<file path="config.mk">
export PLATFORM = sky130hd
export DESIGN_NAME = wave_capture
export DESIGN_NICKNAME = d
export VERILOG_FILES = /design/src/rtl/wave_capture.sv
export SDC_FILE = /design/constraint.sdc
export NUM_CORES = 1
export LEC_CHECK = 0
export CORE_ASPECT_RATIO = 2
export CORE_MARGIN = 2
export CORE_UTILIZATION = 47
export CTS_BUF_LIST = sky130_fd_sc_hd__clkbuf_8
export DETAILED_ROUTE_END_ITERATION = 7
export MAX_ROUTING_LAYER = met4
export PLACE_DENSITY = 0.86
export SYNTH_ARGS = -nofsm -noshare
export SYNTH_HDL_FRONTEND = slang
export SYNTH_SLANG_ARGS = --single-unit
</file>
<file path="constraint.sdc">
create_clock -name clk -period 1.5 [get_ports clk]
set_input_delay 0.375 -clock clk [delete_from_list [all_inputs] [get_ports clk]]
set_output_delay 0.375 -clock clk [all_outputs]
set_load 0.02 [all_outputs]
</file>
<file path="src/rtl/wave_capture.sv">
`default_nettype none
// +--------------------------------------------------------------------------+
// | wave_capture: zero-crossing triggered 256-sample capture into the half   |
// | of a double-buffered wave RAM that the display is not reading.           |
// | Revision: 1.0                                                            |
// +--------------------------------------------------------------------------+
module wave_capture #(
  parameter int SAMPLE_W = 16
) (
  input  logic                clk,
  input  logic                reset,
  input  logic                new_sample_ready,
  input  logic [SAMPLE_W-1:0] new_sample_in,
  input  logic                wave_display_idle,
  output logic [8:0]          write_address,
  output logic                write_enable,
  output logic [7:0]          write_sample,
  output logic                read_index
);

  typedef enum logic [1:0] {
    ARMED  = 2'd0,
    ACTIVE = 2'd1,
    WAIT   = 2'd2
  } state_t;

  state_t      state_q, state_d;
  logic [7:0]  index_q, index_d;
  logic        read_index_q, read_index_d;
  logic        prev_msb_q, prev_msb_d;
  logic        write_enable_q, write_enable_d;
  logic [8:0]  write_address_q, write_address_d;
  logic [7:0]  write_sample_q, write_sample_d;

  logic [7:0]  sample_top;
  logic [7:0]  sample_conv;
  logic        sample_msb;
  logic        crossing;

  // Only the top byte reaches the RAM; the low bits are deliberately dropped.
  if (SAMPLE_W > 8) begin : g_low_bits
    logic unused_low_bits;
    assign unused_low_bits = ^new_sample_in[SAMPLE_W-9:0];
  end

  assign sample_top  = new_sample_in[SAMPLE_W-1 -: 8];
  assign sample_msb  = new_sample_in[SAMPLE_W-1];
  assign sample_conv = {~sample_top[7], sample_top[6:0]};
  assign crossing    = new_sample_ready & prev_msb_q & ~sample_msb;

  always_comb begin
    state_d         = state_q;
    index_d         = index_q;
    read_index_d    = read_index_q;
    prev_msb_d      = prev_msb_q;
    write_enable_d  = 1'b0;
    write_address_d = write_address_q;
    write_sample_d  = write_sample_q;

    if (new_sample_ready) begin
      prev_msb_d = sample_msb;
    end

    case (state_q)
      ARMED: begin
        if (crossing) begin
          write_enable_d  = 1'b1;
          write_address_d = {~read_index_q, 8'd0};
          write_sample_d  = sample_conv;
          index_d         = 8'd1;
          state_d         = ACTIVE;
        end
      end
      ACTIVE: begin
        if (new_sample_ready) begin
          write_enable_d  = 1'b1;
          write_address_d = {~read_index_q, index_q};
          write_sample_d  = sample_conv;
          index_d         = index_q + 8'd1;
          if (index_q == 8'd255) begin
            state_d = WAIT;
          end
        end
      end
      WAIT: begin
        // Swap halves only while the display is guaranteed not to be reading.
        if (wave_display_idle) begin
          read_index_d = ~read_index_q;
          state_d      = ARMED;
        end
      end
      default: begin
        state_d = ARMED;
      end
    endcase
  end

  always_ff @(posedge clk) begin
    if (reset) begin
      state_q         <= ARMED;
      index_q         <= 8'd0;
      read_index_q    <= 1'b0;
      prev_msb_q      <= 1'b0;
      write_enable_q  <= 1'b0;
      write_address_q <= 9'd0;
      write_sample_q  <= 8'd0;
    end else begin
      state_q         <= state_d;
      index_q         <= index_d;
      read_index_q    <= read_index_d;
      prev_msb_q      <= prev_msb_d;
      write_enable_q  <= write_enable_d;
      write_address_q <= write_address_d;
      write_sample_q  <= write_sample_d;
    end
  end

  assign write_address = write_address_q;
  assign write_enable  = write_enable_q;
  assign write_sample  = write_sample_q;
  assign read_index    = read_index_q;

endmodule
`default_nettype wire

</file>
## After elaboration in Yosys (flattened, before gate mapping)

Cells that the tools add are included.
W data, S select, Z words.

| cells by class | value |
|---|---|
| reductions and logical operators | 5 |
| equal/unequal tests | 7 |
| bitwise gates (word level) | 4 |
| muxes and demuxes | 17 |
| add/sub/neg operators | 1 |

Operators with widths:

| cell | count |
|---|---|
| $mux W8 | 4 |
| $pmux W8 S2 | 2 |
| $mux W9 | 2 |
| $pmux W9 S2 | 1 |
| $add A8 B1 Y8 const B | 1 |
| $eq A8 B8 Y1 const B | 1 |
| $mux W2 | 4 |
| $ne A2 B2 Y1 const B | 4 |
| $pmux W2 S3 | 1 |
| $reduce_and A4 Y1 | 1 |
| $reduce_and A3 Y1 | 1 |
| $and A1 B1 Y1 | 2 |
| $eq A2 B1 Y1 const B | 1 |
| $eq A2 B2 Y1 const B | 1 |
| $logic_not A2 Y1 | 1 |
| $mux W1 | 2 |
| $not A1 Y1 | 2 |
| $pmux W1 S2 | 1 |
| $reduce_and A2 Y1 | 1 |
| $reduce_bool A2 Y1 | 1 |

| storage, ports and cells | value |
|---|---|
| input port bits | 20 |
| logic and storage cells | 41 |
| output and inout port bits | 19 |
| flip-flop bits (word level) | 30 |

## Longest topological paths before layout

Gate-level depths: netlist of the first run.

| depth | value |
|---|---|
| depth after elaboration | 4 |
| gate-level depth with buffers | 7 |
| mapped depth without buffers | 4 |

## Worst setup path before layout of the first run

Ideal clock, no wire load.

| timing path | value |
|---|---|
| path kind | input to register |
| start point | input port new_sample_in[15] |
| end point | register write_address_q[0], in the netlist write_address[0] |
| arrival | 1.138 ns |
| buffers on the path | 2 |
| setup time | 0.128 ns |
| required time | 1.372 ns |
| cell stages on the path | 6 |
| slack | 0.234 ns |
| cell sequence | and2b_2 -> o21ai_4 -> buf_8 -> buf_6 -> a32oi_1 -> nor2_1 |

| on the way | value |
|---|---|
| longest elaborated chain between the ends | 4 |

Ends and longest elaborated chain:

| item | RTL line | text |
|---|---|---|
| from (decl) | 13 | `input logic [SAMPLE_W-1:0] new_sample_in,` |
| $not A1 Y1 | 49 | `assign crossing = new_sample_ready & prev_msb_q & ~sample_msb;` |
| $and A1 B1 Y1 | 49 |  |
| $ne A2 B2 Y1 (no source line) | -- |  |
| $reduce_and A3 Y1 (no source line) | -- |  |
| to (signal assigned) | 113 | `write_address_q <= write_address_d;` |
| to (decl) | 32 | `logic [8:0] write_address_q, write_address_d;` |

No other way between the ends.
A chain may end at the register's enable or synchronous reset.

## Worst setup path in the final report of the first run

| timing path | value |
|---|---|
| start point | input port new_sample_ready |
| end point | register write_address_q[2], in the netlist write_address[2] |

| on the way | value |
|---|---|
| longest elaborated chain between the ends | 4 |
| elaborated cells between the ends (all ways) | 5 |
| classes of those cells | eq/ne: 2; bitwise: 2; reduce/logical: 1 |

Ends and longest elaborated chain:

| item | RTL line | text |
|---|---|---|
| from (decl) | 12 | `input logic new_sample_ready,` |
| $and A1 B1 Y1 (2 in series) | 49 |  |
| $ne A2 B2 Y1 (no source line) | -- |  |
| $reduce_and A3 Y1 (no source line) * | -- |  |

Mark *: on every way between the ends. The rest lies on a longest branch, timed or not.

==> results.md, run 1 <==
- Run status: completed
- Number of port buffers: 30
- H-tree depth: 2
- Max incr delay on CP: approximately 470 ps
- CTS clk-pin slew, worst paths: around 70 ps
- Vias in the first global route: between 1000 and 1500
- Slew Viols, Final: 0
- Nets: ~200
- # IOs: 39
- Data arrival, critical path: around 1700 ps
- Final period util: 98.1%
- Final non-filler cell total: ~210
- Final Cell Area: about 1700 µm²
- Wire per inst: roughly 16 µm
- CP top delay family: buffers and inverters
- Core ar.: between 2000 and 3000 µm²
- CTS tree: built
- Final Skew: about 7.5 ps
- Cell area power density: 1020 nW/µm²
- Post-route ant nets: 0
- Ant diodes: 0
- Worst hold path type: flip-flop to flip-flop
- Die Y: approximately 77 µm
- Main area contributors after synthesis: dfxtp_1 (48%), a21oi_1 (8.5%), nand2_1 (7.6%)
- Detail Placement HPWL: 2.38 mm
- Starting Density: about half
- Layout area overhead: 38.1%
- Worst-skew pair later-pin latency: ~290 ps
- Hold buffer count at CTS: 0
- Detailed Route WL: approximately 3.4 mm
- Crit Path Class: primary input to flip-flop
- Grt total ovfl: 0
- Fin util: between 60% and 70%
- Clock Tree Root: clkbuf_8
- Vias: roughly 1200
- Hold Vio Cnt, Final: 0
- Critical-path cell list: clkdlybuf4s50_1 > and2b_2 > o21a_4 > buf_4 > nand3_1 > a21oi_1
- Buf/Inv on CP: 2
- Syn Nets: 160
- Setup slack at placement: -407 ps
- Die width: about 40 µm
- Drt drc: 0
- P_leak: just over 0.0007 µW
- Placement Cell Area: ~1600 µm²
- Initial antenna violation count: 0
- Gate Count Post-Synth: 139
- Placed cells: ~200
- Gpl congestion: around 0.85
- Worst-Margin Slew: between 300 and 400 ps
- Sequential-to-total area share from yosys stat: between 40% and 50%
- Cell variety after synth: 32
- Critical Path End Type: flip-flop
- Total clock buffers created by CTS: 5
- First drt pass iteration count: 4
- Final setup violation count: 0
- Filler cell count: approximately 210
- Synth warn: 0
- Syn Area/Cell: between 8 and 9 µm²
- Via-to-Cell Ratio: 5.56
- Tmin final: 1470 ps
- #FFs+latches synth: 30
- CP Max Fanout: 13
- Most frequent cells in the layout: dfxtp_1 (30), nand2_1 (25), dlygate4sd2_1 (20)
- Die area: slightly above 3000 µm²
- Tot GR Track Use: roughly a quarter
- Most common cell after layout, fill and taps aside: dfxtp_1
- Detailed Route Iter0 Violations: 56
- Fin worst setup slack: around 30 ps
- Cell Rows: 26
- Fmax: 680 MHz
- Reg2reg setup slack: 140 ps
- Worst vdd ir: approximately 0.8 mV
- Setup crit start kind: primary input
- CTS max path bufs: 2
- WP data required: between 1500 and 2000 ps
- Share of cells above drive strength 1: 17.4%
- First-pass GRT wire length: 5.35 mm
- Slew HR: approximately three quarters
- Max_cap viols: 0
- Post-synth top area share: 48.3%
- # clock sinks: 30
- Yosys top cell by area: dfxtp_1
- Synth Cell Area: 1240 µm²
- CP max stage cell: clkdlybuf4s50_1
- Largest net degree at the start of global routing: 20
[flip-flops by register name, summed over array words and instances (netlist names)]
signal and count:
read_index 1, write_sample 8, prev_msb_q 1, write_enable 1, state_q 2, write_address 9, index_q 8
[report_power, final]
part / switching [µW] / leakage (µW) / internal [µW] / total, µW
Sequential: 8.60 / 0.000242 / 808 / 817
Combinational: 70.6 / 0.000415 / 71.1 / 142
Clock: 303 / 0.0000607 / 483 / 785
Total: 382 / 0.000718 / 1360 / 1740
[kinds of logic (layout without fill, tap and decap cells)]
family / Yosys count / count (layout) / share of synthesized area [%]
AO/OA/AOI/OAI: 35 / 35 / 17.9
buffers and inverters: 10 / 55 / 7.25
adder cells (fa/ha/maj): 1 / 1 / 1.01
AND/OR/NAND/NOR: 60 / 60 / 23.3
multiplexers: 1 / 1 / 0.806
XOR/XNOR: 2 / 2 / 1.41
flip-flops: 30 / 30 / 48.3
[layer usage]
metal  share of wire, %  wire (µm)  global-route usage (%)  up-vias
met5                  0          0                       -        -
met3                3.6        122                    5.78       12
met4                3.2        107                    15.3        0
met1                 35       1170                    25.1      565
met2                 58       1970                    41.0       33
li1                   -          -                       -      569
[cell usage after synthesis]
cell / number
nand2_1: 25
nor2_1: 10
and3_1: 1
or3_1: 4
nand4_1: 1
ha_1: 1
mux2i_1: 1
clkbuf_1: 3
a2111oi_0: 1
o2111ai_1: 1
nor3b_1: 1
and4_1: 1
a211oi_1: 2
and2b_1: 1
clkbuf_2: 1
o21ai_4: 1
and2_1: 1
and3_2: 1
a21oi_1: 21
and2b_2: 2
buf_6: 4
a311oi_1: 1
o21bai_1: 1
nand3b_1: 2
o21a_4: 1
buf_8: 1
clkbuf_8: 1
o21ai_0: 4
a32oi_1: 2
dfxtp_1: 30
xor2_1: 2
nand3_1: 10
[tightest hold or removal path, delay by kind of cell, from the launching register on]
family	cells	cell delay, ps
AND/OR/NAND/NOR	1	50
flip-flops	1	310
AO/OA/AOI/OAI	1	50
[per-stage QoR]
step,hold WS (ps),power [µW],TNS (ps)
final,461,1740,0
after detailed placement,453,970,-8280
after floorplan,453,904,0
after CTS,460,1740,0
after global placement,443,963,-6330
after global routing,482,1800,-47.5
[cell type report]
cell class | count | area (µm²) | area share (%)
clock buffer | 5 | 68.8 | 4.01
clock inverter | 3 | 37.5 | 2.19
multi-input combinational | 99 | 566 | 33.0
sequential | 30 | 601 | 35.0
tap | 28 | 35.0 | 2.04
timing repair buffer | 47 | 408 | 23.8
[final timing paths]
path | end | from | cells past startpoint
max | write_address[2]$_SDFFE_PP0P_ | new_sample_ready | 6
min reg2reg | write_address[6]$_SDFFE_PP0P_ | write_address[6]$_SDFFE_PP0P_ | 2
max reg2reg | index_q[6]$_SDFFE_PP0P_ | index_q[0]$_SDFFE_PP0P_ | 4
min | write_address[6]$_SDFFE_PP0P_ | write_address[6]$_SDFFE_PP0P_ | 2
[what timing repair did]
action	CTS	global route
gates resized for setup	22	5
endpoints found under the setup margin	38	6
gates cloned	1	0
buffers inserted	1	3
pin swaps	2	3
No activity file was read; power rests on OpenSTA's default activity.
==> inputs of run 2 (changes only) <==
--- a/config.mk
+++ b/config.mk
@@ -6,7 +6,6 @@
 export NUM_CORES = 1
 export LEC_CHECK = 0
 export CORE_ASPECT_RATIO = 2
-export CORE_MARGIN = 2
 export CORE_UTILIZATION = 47
 export CTS_BUF_LIST = sky130_fd_sc_hd__clkbuf_8
 export DETAILED_ROUTE_END_ITERATION = 7
==> run 2 against run 1 <==
Clock power is 19% lower; cell count is 1.4% lower; critical path depth is 2 lower; non-clock buffer count is 3 lower; maximum frequency is 4.3% higher; critical endpoint is now index_q[6]$_SDFFE_PP0P_; hold slack worse by 29 ps; sequential share of layout area is 0.25 points higher.
==> results.md, run 2 (same netlist as run 1, synthesis figures left out) <==
- Cell Rows: 26 (unchanged)
- Run status: completed (unchanged)
- Largest net degree at the start of global routing: 19 (was 20)
- Post-route ant nets: 0 (unchanged)
- # IOs: 39 (unchanged)
- CP top delay family: simple AND/OR/NAND/NOR gates (was buffers and inverters)
- Max reg flops: 9 (unchanged)
- Detailed Route Iter0 Violations: 44 (was 56)
- Starting Density: 49.0% (unchanged)
- CTS tree: built (unchanged)
- Hold path cells: 3 (was 2)
- Tot GR Track Use: 25.3% (about the same)
- Layout area overhead: 37.4% (was 38.1%)
- Hold buffer count at CTS: 0 (unchanged)
- Max_cap viols: 0 (unchanged)
- Max incr delay on CP: 420 ps (was 470 ps)
- Die Y: 74.7 µm (was 76.7 µm)
- Vias in the first global route: 1146 (was 1260)
- Detail Placement HPWL: 2.20 mm (was 2.38 mm)
- Final Skew: 7.29 ps (was 7.54 ps)
- Worst vdd ir: 1.24 mV (was 0.798 mV)
- Crit Path Class: flip-flop to flip-flop (was primary input to flip-flop)
- Vias: 1202 (was 1179)
- Fmax: 709 MHz (was 680 MHz)
- RSZ-0062 raised after global routing: false
- Final period util: 94.0% (was 98.1%)
- CTS max path bufs: 2 (unchanged)
- Ant diodes: 0 (unchanged)
- Pwr Total: 1600 µW (was 1740 µW)
- Critical-path cell list: ha_1 > nand3_1 > or3_4 > a21oi_2 (was clkdlybuf4s50_1 > and2b_2 > o21a_4 > buf_4 > nand3_1 > a21oi_1)
- First-pass GRT wire length: 4.95 mm (was 5.35 mm)
- Clock Tree Root: clkbuf_8 (unchanged)
- Die area: 2870 µm² (was 3100 µm²)
- Fin Hold WS: 432 ps (was 461 ps)
- Multi-input logic area: 596 µm² (was 566 µm²)
- Data arrival, critical path: 1630 ps (was 1680 ps)
- Filler cell count: 197 (was 208)
- Buf/Inv on CP: 0 (was 2)
- Setup crit start kind: flip-flop (was primary input)
- Slew Viols, Final: 0 (unchanged)
- Sequential Area: 602 µm² (was 601 µm²)
- Worst-skew pair later-pin latency: 290 ps (about the same)
- WP data required: 1720 ps (was 1710 ps)
- Most frequent cells in the layout: dfxtp_1 (29), nand2_1 (25), a21oi_1 (20) (was dfxtp_1 (30), nand2_1 (25), dlygate4sd2_1 (20))
- CP Max Fanout: 5 (was 13)
- First drt pass iteration count: 4 (unchanged)
- Worst hold path type: primary input to flip-flop (was flip-flop to flip-flop)
- Via-to-Cell Ratio: 5.75 (was 5.56)
- Worst-Margin Slew: 306 ps (was 398 ps)
- Cell area power density: 938 nW/µm² (was 1020 nW/µm²)
- Total clock buffers created by CTS: 5 (unchanged)
- P_leak: 0.000709 µW (was 0.000718 µW)
- Nets: 203 (was 204)
- Grt total ovfl: 0 (unchanged)
- Share of cells above drive strength 1: 17.1% (was 17.4%)
- Critical Path End Type: flip-flop (unchanged)
- Worst path depth: 4 (was 6)
- Hold Vio Cnt, Final: 0 (unchanged)
- Setup TNS Final: 0 ps (unchanged)
- Final setup violation count: 0 (unchanged)
- Gpl congestion: 0.877 (was 0.850)
- Detailed Route WL: 3.18 mm (was 3.37 mm)
- Initial antenna violation count: 0 (unchanged)
- Tmin final: 1410 ps (was 1470 ps)
- Drt drc: 0 (unchanged)
- CP max stage cell: dfxtp_1 (was clkdlybuf4s50_1)
- Core ar.: 2540 µm² (unchanged)
- Wire per inst: 15.2 µm (was 15.9 µm)
- Most common cell after layout, fill and taps aside: dfxtp_1 (unchanged)
- Slew HR: 79.1% (was 73.4%)
- # clock sinks: 30 (unchanged)
- CTS clk-pin slew, worst paths: 60 ps (was 70 ps)
- Die width: 38.4 µm (was 40.4 µm)
- Number of port buffers: 30 (unchanged)
- H-tree depth: 2 (unchanged)
- R2R depth: 4 (unchanged)
-- run 2: routing by layer --
metal  up-vias  track usage, %  wire length [µm]
met5         -               -                 0
met1       574            24.8              1130
met2        41            43.1              1800
met4         0            15.7               139
met3        13            5.60               107
li1        574               -                 -
-- run 2: layout make-up --
type | count | share of cell area [%]
Clock buffer | 6 | 4.84
Sequential cell | 30 | 35.3
Timing Repair Buffer | 44 | 22.9
Multi-Input combinational cell | 101 | 34.9
Tap cell | 28 | 2.05
-- run 2: tightest hold or removal path, stage by stage --
cell            delay, ps
dlymetal6s2s_1        110
buf_4                 120
a211oi_1               60
-- run 2: worst paths after layout --
path,slack [ps],endpoint,startpoint
setup / recovery,90,index_q[6]$_SDFFE_PP0P_,index_q[0]$_SDFFE_PP0P_
hold / removal,430,write_sample[7]$_SDFFE_PP0P_,new_sample_in[15]
hold reg to reg,460,write_address[1]$_SDFFE_PP0P_,write_address[1]$_SDFFE_PP0P_
setup reg to reg,90,index_q[6]$_SDFFE_PP0P_,index_q[0]$_SDFFE_PP0P_
-- run 2: repair_timing --
action | 4_1_cts | 5_1_grt
gates resized for setup | 24 | 8
buffers inserted | 1 | 1
pin swaps | 3 | 2
endpoints found under the setup margin | 36 | 19
cloned | 1 | 2
-- run 2: report_power, final --
group	total [µW]	internal, µW	leakage, µW	switching, µW
clock network	636	353	0.0000431	283
logic	146	73.2	0.000423	72.8
registers	819	809	0.000243	9.81
-- run 2: metrics by stage --
stage               std cells  instance area [µm²]  utilization [%]  setup WS (ps)
floorplan                 139                 1240                -            234
global placement          198                 1570             61.9           -287
detailed placement        198                 1570             61.9           -369
CTS                       206                 1660             65.4           6.76
global route              209                 1710             67.3           26.0
finish                    209                 1710             67.3           90.1
==> inputs of run 3 (changes only) <==
--- a/config.mk
+++ b/config.mk
@@ -6,6 +6,7 @@
 export NUM_CORES = 1
 export LEC_CHECK = 0
 export CORE_ASPECT_RATIO = 2
+export CORE_MARGIN = 2
 export CORE_UTILIZATION = 47
 export CTS_BUF_LIST = sky130_fd_sc_hd__clkbuf_8
 export DETAILED_ROUTE_END_ITERATION = 7
@@ -14,3 +15,4 @@
 export SYNTH_ARGS = -nofsm -noshare
 export SYNTH_HDL_FRONTEND = slang
 export SYNTH_SLANG_ARGS = --single-unit
+export TNS_END_PERCENT = 30
==> run 3 against run 2 <==
Register-to-register slack better by 50 ps; utilization increased by 0.20 points; clock-buffer cell count decreased by 1; sequential power barely moved; clock power grew 22%; sequential share of layout area shrank 0.18 points; die area grew 8.0%; combinational power decreased by 3%; cell area rose by 0.29%; via count decreased by 1.2%.
==> results.md, run 3 (same netlist as run 1, synthesis figures left out) <==
- # clock sinks: 30 (unchanged)
- CP Max Fanout: 8 (was 5)
- Largest net degree at the start of global routing: 20 (was 19)
- Tot GR Track Use: 25.3% (about the same)
- Switch Pwr: 375 µW (was 366 µW)
- Internal power: 1360 µW (was 1230 µW)
- Most frequent cells in the layout: dfxtp_1 (30), nand2_1 (25), a21oi_1 (20), dlygate4sd2_1 (20), buf_4 (14) (was dfxtp_1 (29), nand2_1 (25), a21oi_1 (20))
- Tmin final: 1480 ps (was 1410 ps)
- Max incr delay on CP: 470 ps (was 420 ps)
- Crit Path Class: primary input to flip-flop (was flip-flop to flip-flop)
- Vias in the first global route: 1260 (was 1146)
- R2R depth: 4 (unchanged)
- CP top delay family: simple AND/OR/NAND/NOR gates (unchanged)
- Cell area power density: 1010 nW/µm² (was 938 nW/µm²)
- Clock power share: 44.9% (was 39.7%)
- CTS max path bufs: 2 (unchanged)
- Gpl congestion: 0.850 (was 0.877)
- Hold EP: write_address[6]$_SDFFE_PP0P_ (was write_sample[7]$_SDFFE_PP0P_)
- Share of cells above drive strength 1: 16.8% (was 17.1%)
- WP data required: 1720 ps (about the same)
- CTS clk-pin slew, worst paths: 70 ps (was 60 ps)
- Ant diodes: 0 (unchanged)
- Via-to-Cell Ratio: 5.60 (was 5.75)
- Layout area overhead: 37.8% (was 37.4%)
- # IOs: 39 (unchanged)
- Reg2reg setup slack: 140 ps (was 90 ps)
- CTS tree: built (unchanged)
- First drt pass iteration count: 4 (unchanged)
- Worst vdd ir: 0.789 mV (was 1.24 mV)
- Buf/Inv on CP: 1 (was 0)
- Detailed Route WL: 3.33 mm (was 3.18 mm)
- Setup crit start kind: primary input (was flip-flop)
- Vias: 1188 (was 1202)
- Data arrival, critical path: 1700 ps (was 1630 ps)
- Clock Tree Root: clkbuf_8 (unchanged)
- Fin Hold WS: 462 ps (was 432 ps)
- Fin worst setup slack: 22.1 ps (was 90.1 ps)
- Slew Viols, Final: 0 (unchanged)
- Max reg flops: 9 (unchanged)
- Final setup violation count: 0 (unchanged)
- Starting Density: 49.0% (unchanged)
- Fmax: 677 MHz (was 709 MHz)
- Critical Path End Type: flip-flop (unchanged)
- P_leak: 0.000718 µW (was 0.000709 µW)
- Grt total ovfl: 0 (unchanged)
- Hold buffer count at CTS: 0 (unchanged)
- Die Y: 76.7 µm (was 74.7 µm)
- Post-route ant nets: 0 (unchanged)
- Fin util: 67.5% (was 67.3%)
- Hold path cells: 2 (was 3)
- Setup slack at placement: -407 ps (was -369 ps)
- Number of port buffers: 30 (unchanged)
- Worst-Margin Slew: 398 ps (was 306 ps)
- Die width: 40.4 µm (was 38.4 µm)
- Drt drc: 0 (unchanged)
- CP max stage cell: clkdlybuf4s50_1 (was dfxtp_1)
- Core ar.: 2540 µm² (unchanged)
- Filler cell count: 208 (was 197)
- Multi-input logic area: 562 µm² (was 596 µm²)
- Detail Placement HPWL: 2.38 mm (was 2.20 mm)
- H-tree depth: 2 (unchanged)
- Hold Path Origin: write_address[6]$_SDFFE_PP0P_ (was new_sample_in[15])
- Die area: 3100 µm² (was 2870 µm²)
- Detailed Route Iter0 Violations: 43 (was 44)
- Final Skew: 6.76 ps (was 7.29 ps)
- FF-to-FF End: index_q[6]$_SDFFE_PP0P_ (unchanged)
- Final period util: 98.5% (was 94.0%)
- Max_cap viols: 0 (unchanged)
- Total clock buffers created by CTS: 5 (unchanged)
- Pwr Total: 1740 µW (was 1600 µW)
- Worst-skew pair later-pin latency: 280 ps (was 290 ps)
- Hold Vio Cnt, Final: 0 (unchanged)
- R2r startpoint: index_q[0]$_SDFFE_PP0P_ (unchanged)
- Critical-path cell list: clkdlybuf4s50_1 > and2b_2 > o21ai_4 > or3_1 > a21oi_1 (was ha_1 > nand3_1 > or3_4 > a21oi_2)
- Most common cell after layout, fill and taps aside: dfxtp_1 (unchanged)
- Nets: 204 (was 203)
- Cell Rows: 26 (unchanged)
- Wire per inst: 15.7 µm (was 15.2 µm)
- Slew HR: 73.4% (was 79.1%)
- Worst hold path type: flip-flop to flip-flop (was primary input to flip-flop)
- Initial antenna violation count: 0 (unchanged)
- Flop pwr share: 47.0% (was 51.2%)
- First-pass GRT wire length: 5.35 mm (was 4.95 mm)
- Combinational share of power: 8.1% (was 9.1%)
- Switching share of power: 21.6% (was 22.9%)
- Sequential Area: 601 µm² (was 602 µm²)
- Run status: completed (unchanged)
run 3: timing repair:
action	CTS	global route
setup buffers	1	3
setup endpoints to repair	38	6
pin swaps	2	3
endpoints found under the hold margin	0	0
resized for setup	22	4
gates cloned	1	0
run 3: layout make-up:
type | count | share of cell area [%]
multi-input combinational | 99 | 32.8
clock buffer | 5 | 4.02
sequential | 30 | 35.1
tap | 28 | 2.05
clock inverter | 3 | 2.19
timing repair buffer | 47 | 23.8
run 3: routing by layer:
layer / vias up / global-route usage [%] / share of wire, %
li1: 570 / - / -
met1: 573 / 25.1 / 35
met2: 33 / 41.0 / 59
met3: 12 / 5.78 / 3.2
met4: 0 / 15.3 / 3.2
met5: - / - / 0
run 3: worst reg2reg max path, delay by kind of cell (launching register included):
family / cells / cell delay (ps)
and+or+nand+nor: 2 / 460
AOI/OAI and AO/OA: 1 / 140
adders and majority gates: 1 / 280
DFF: 1 / 410
run 3: worst max-delay path by stage:
stage	endpoint	slack [ps]	depth (start not counted)	from
final	index_q[4]$_SDFFE_PP0P_	20	5	new_sample_ready
after floorplan	write_address[0]$_SDFFE_PP0P_	230	6	new_sample_in[15]
after detailed placement	index_q[5]$_SDFFE_PP0P_	-410	6	new_sample_in[15]
after global placement	index_q[3]$_SDFFE_PP0P_	-300	6	new_sample_in[15]
after global routing	write_address[3]$_SDFFE_PP0P_	-30	6	new_sample_ready
after CTS	index_q[5]$_SDFFE_PP0P_	4	5	new_sample_ready
run 3: power groups by stage:
stage | combinational [µW] | sequential, µW | clock (µW)
4_1_cts | 134 | 816 | 789
3_3_place_gp | 130 | 833 | 0
2_1_floorplan | 62.2 | 842 | 0
5_1_grt | 151 | 817 | 831
3_5_place_dp | 136 | 834 | 0
6_report | 141 | 817 | 779
run 3: per-stage QoR:
stage	TNS (ps)	cell area (µm²)	instances
2_1_floorplan	0	1240	139
3_3_place_gp	-6330	1580	199
3_5_place_dp	-8280	1580	199
4_1_cts	0	1680	209
5_1_grt	-52.4	1710	212
6_report	0	1710	212
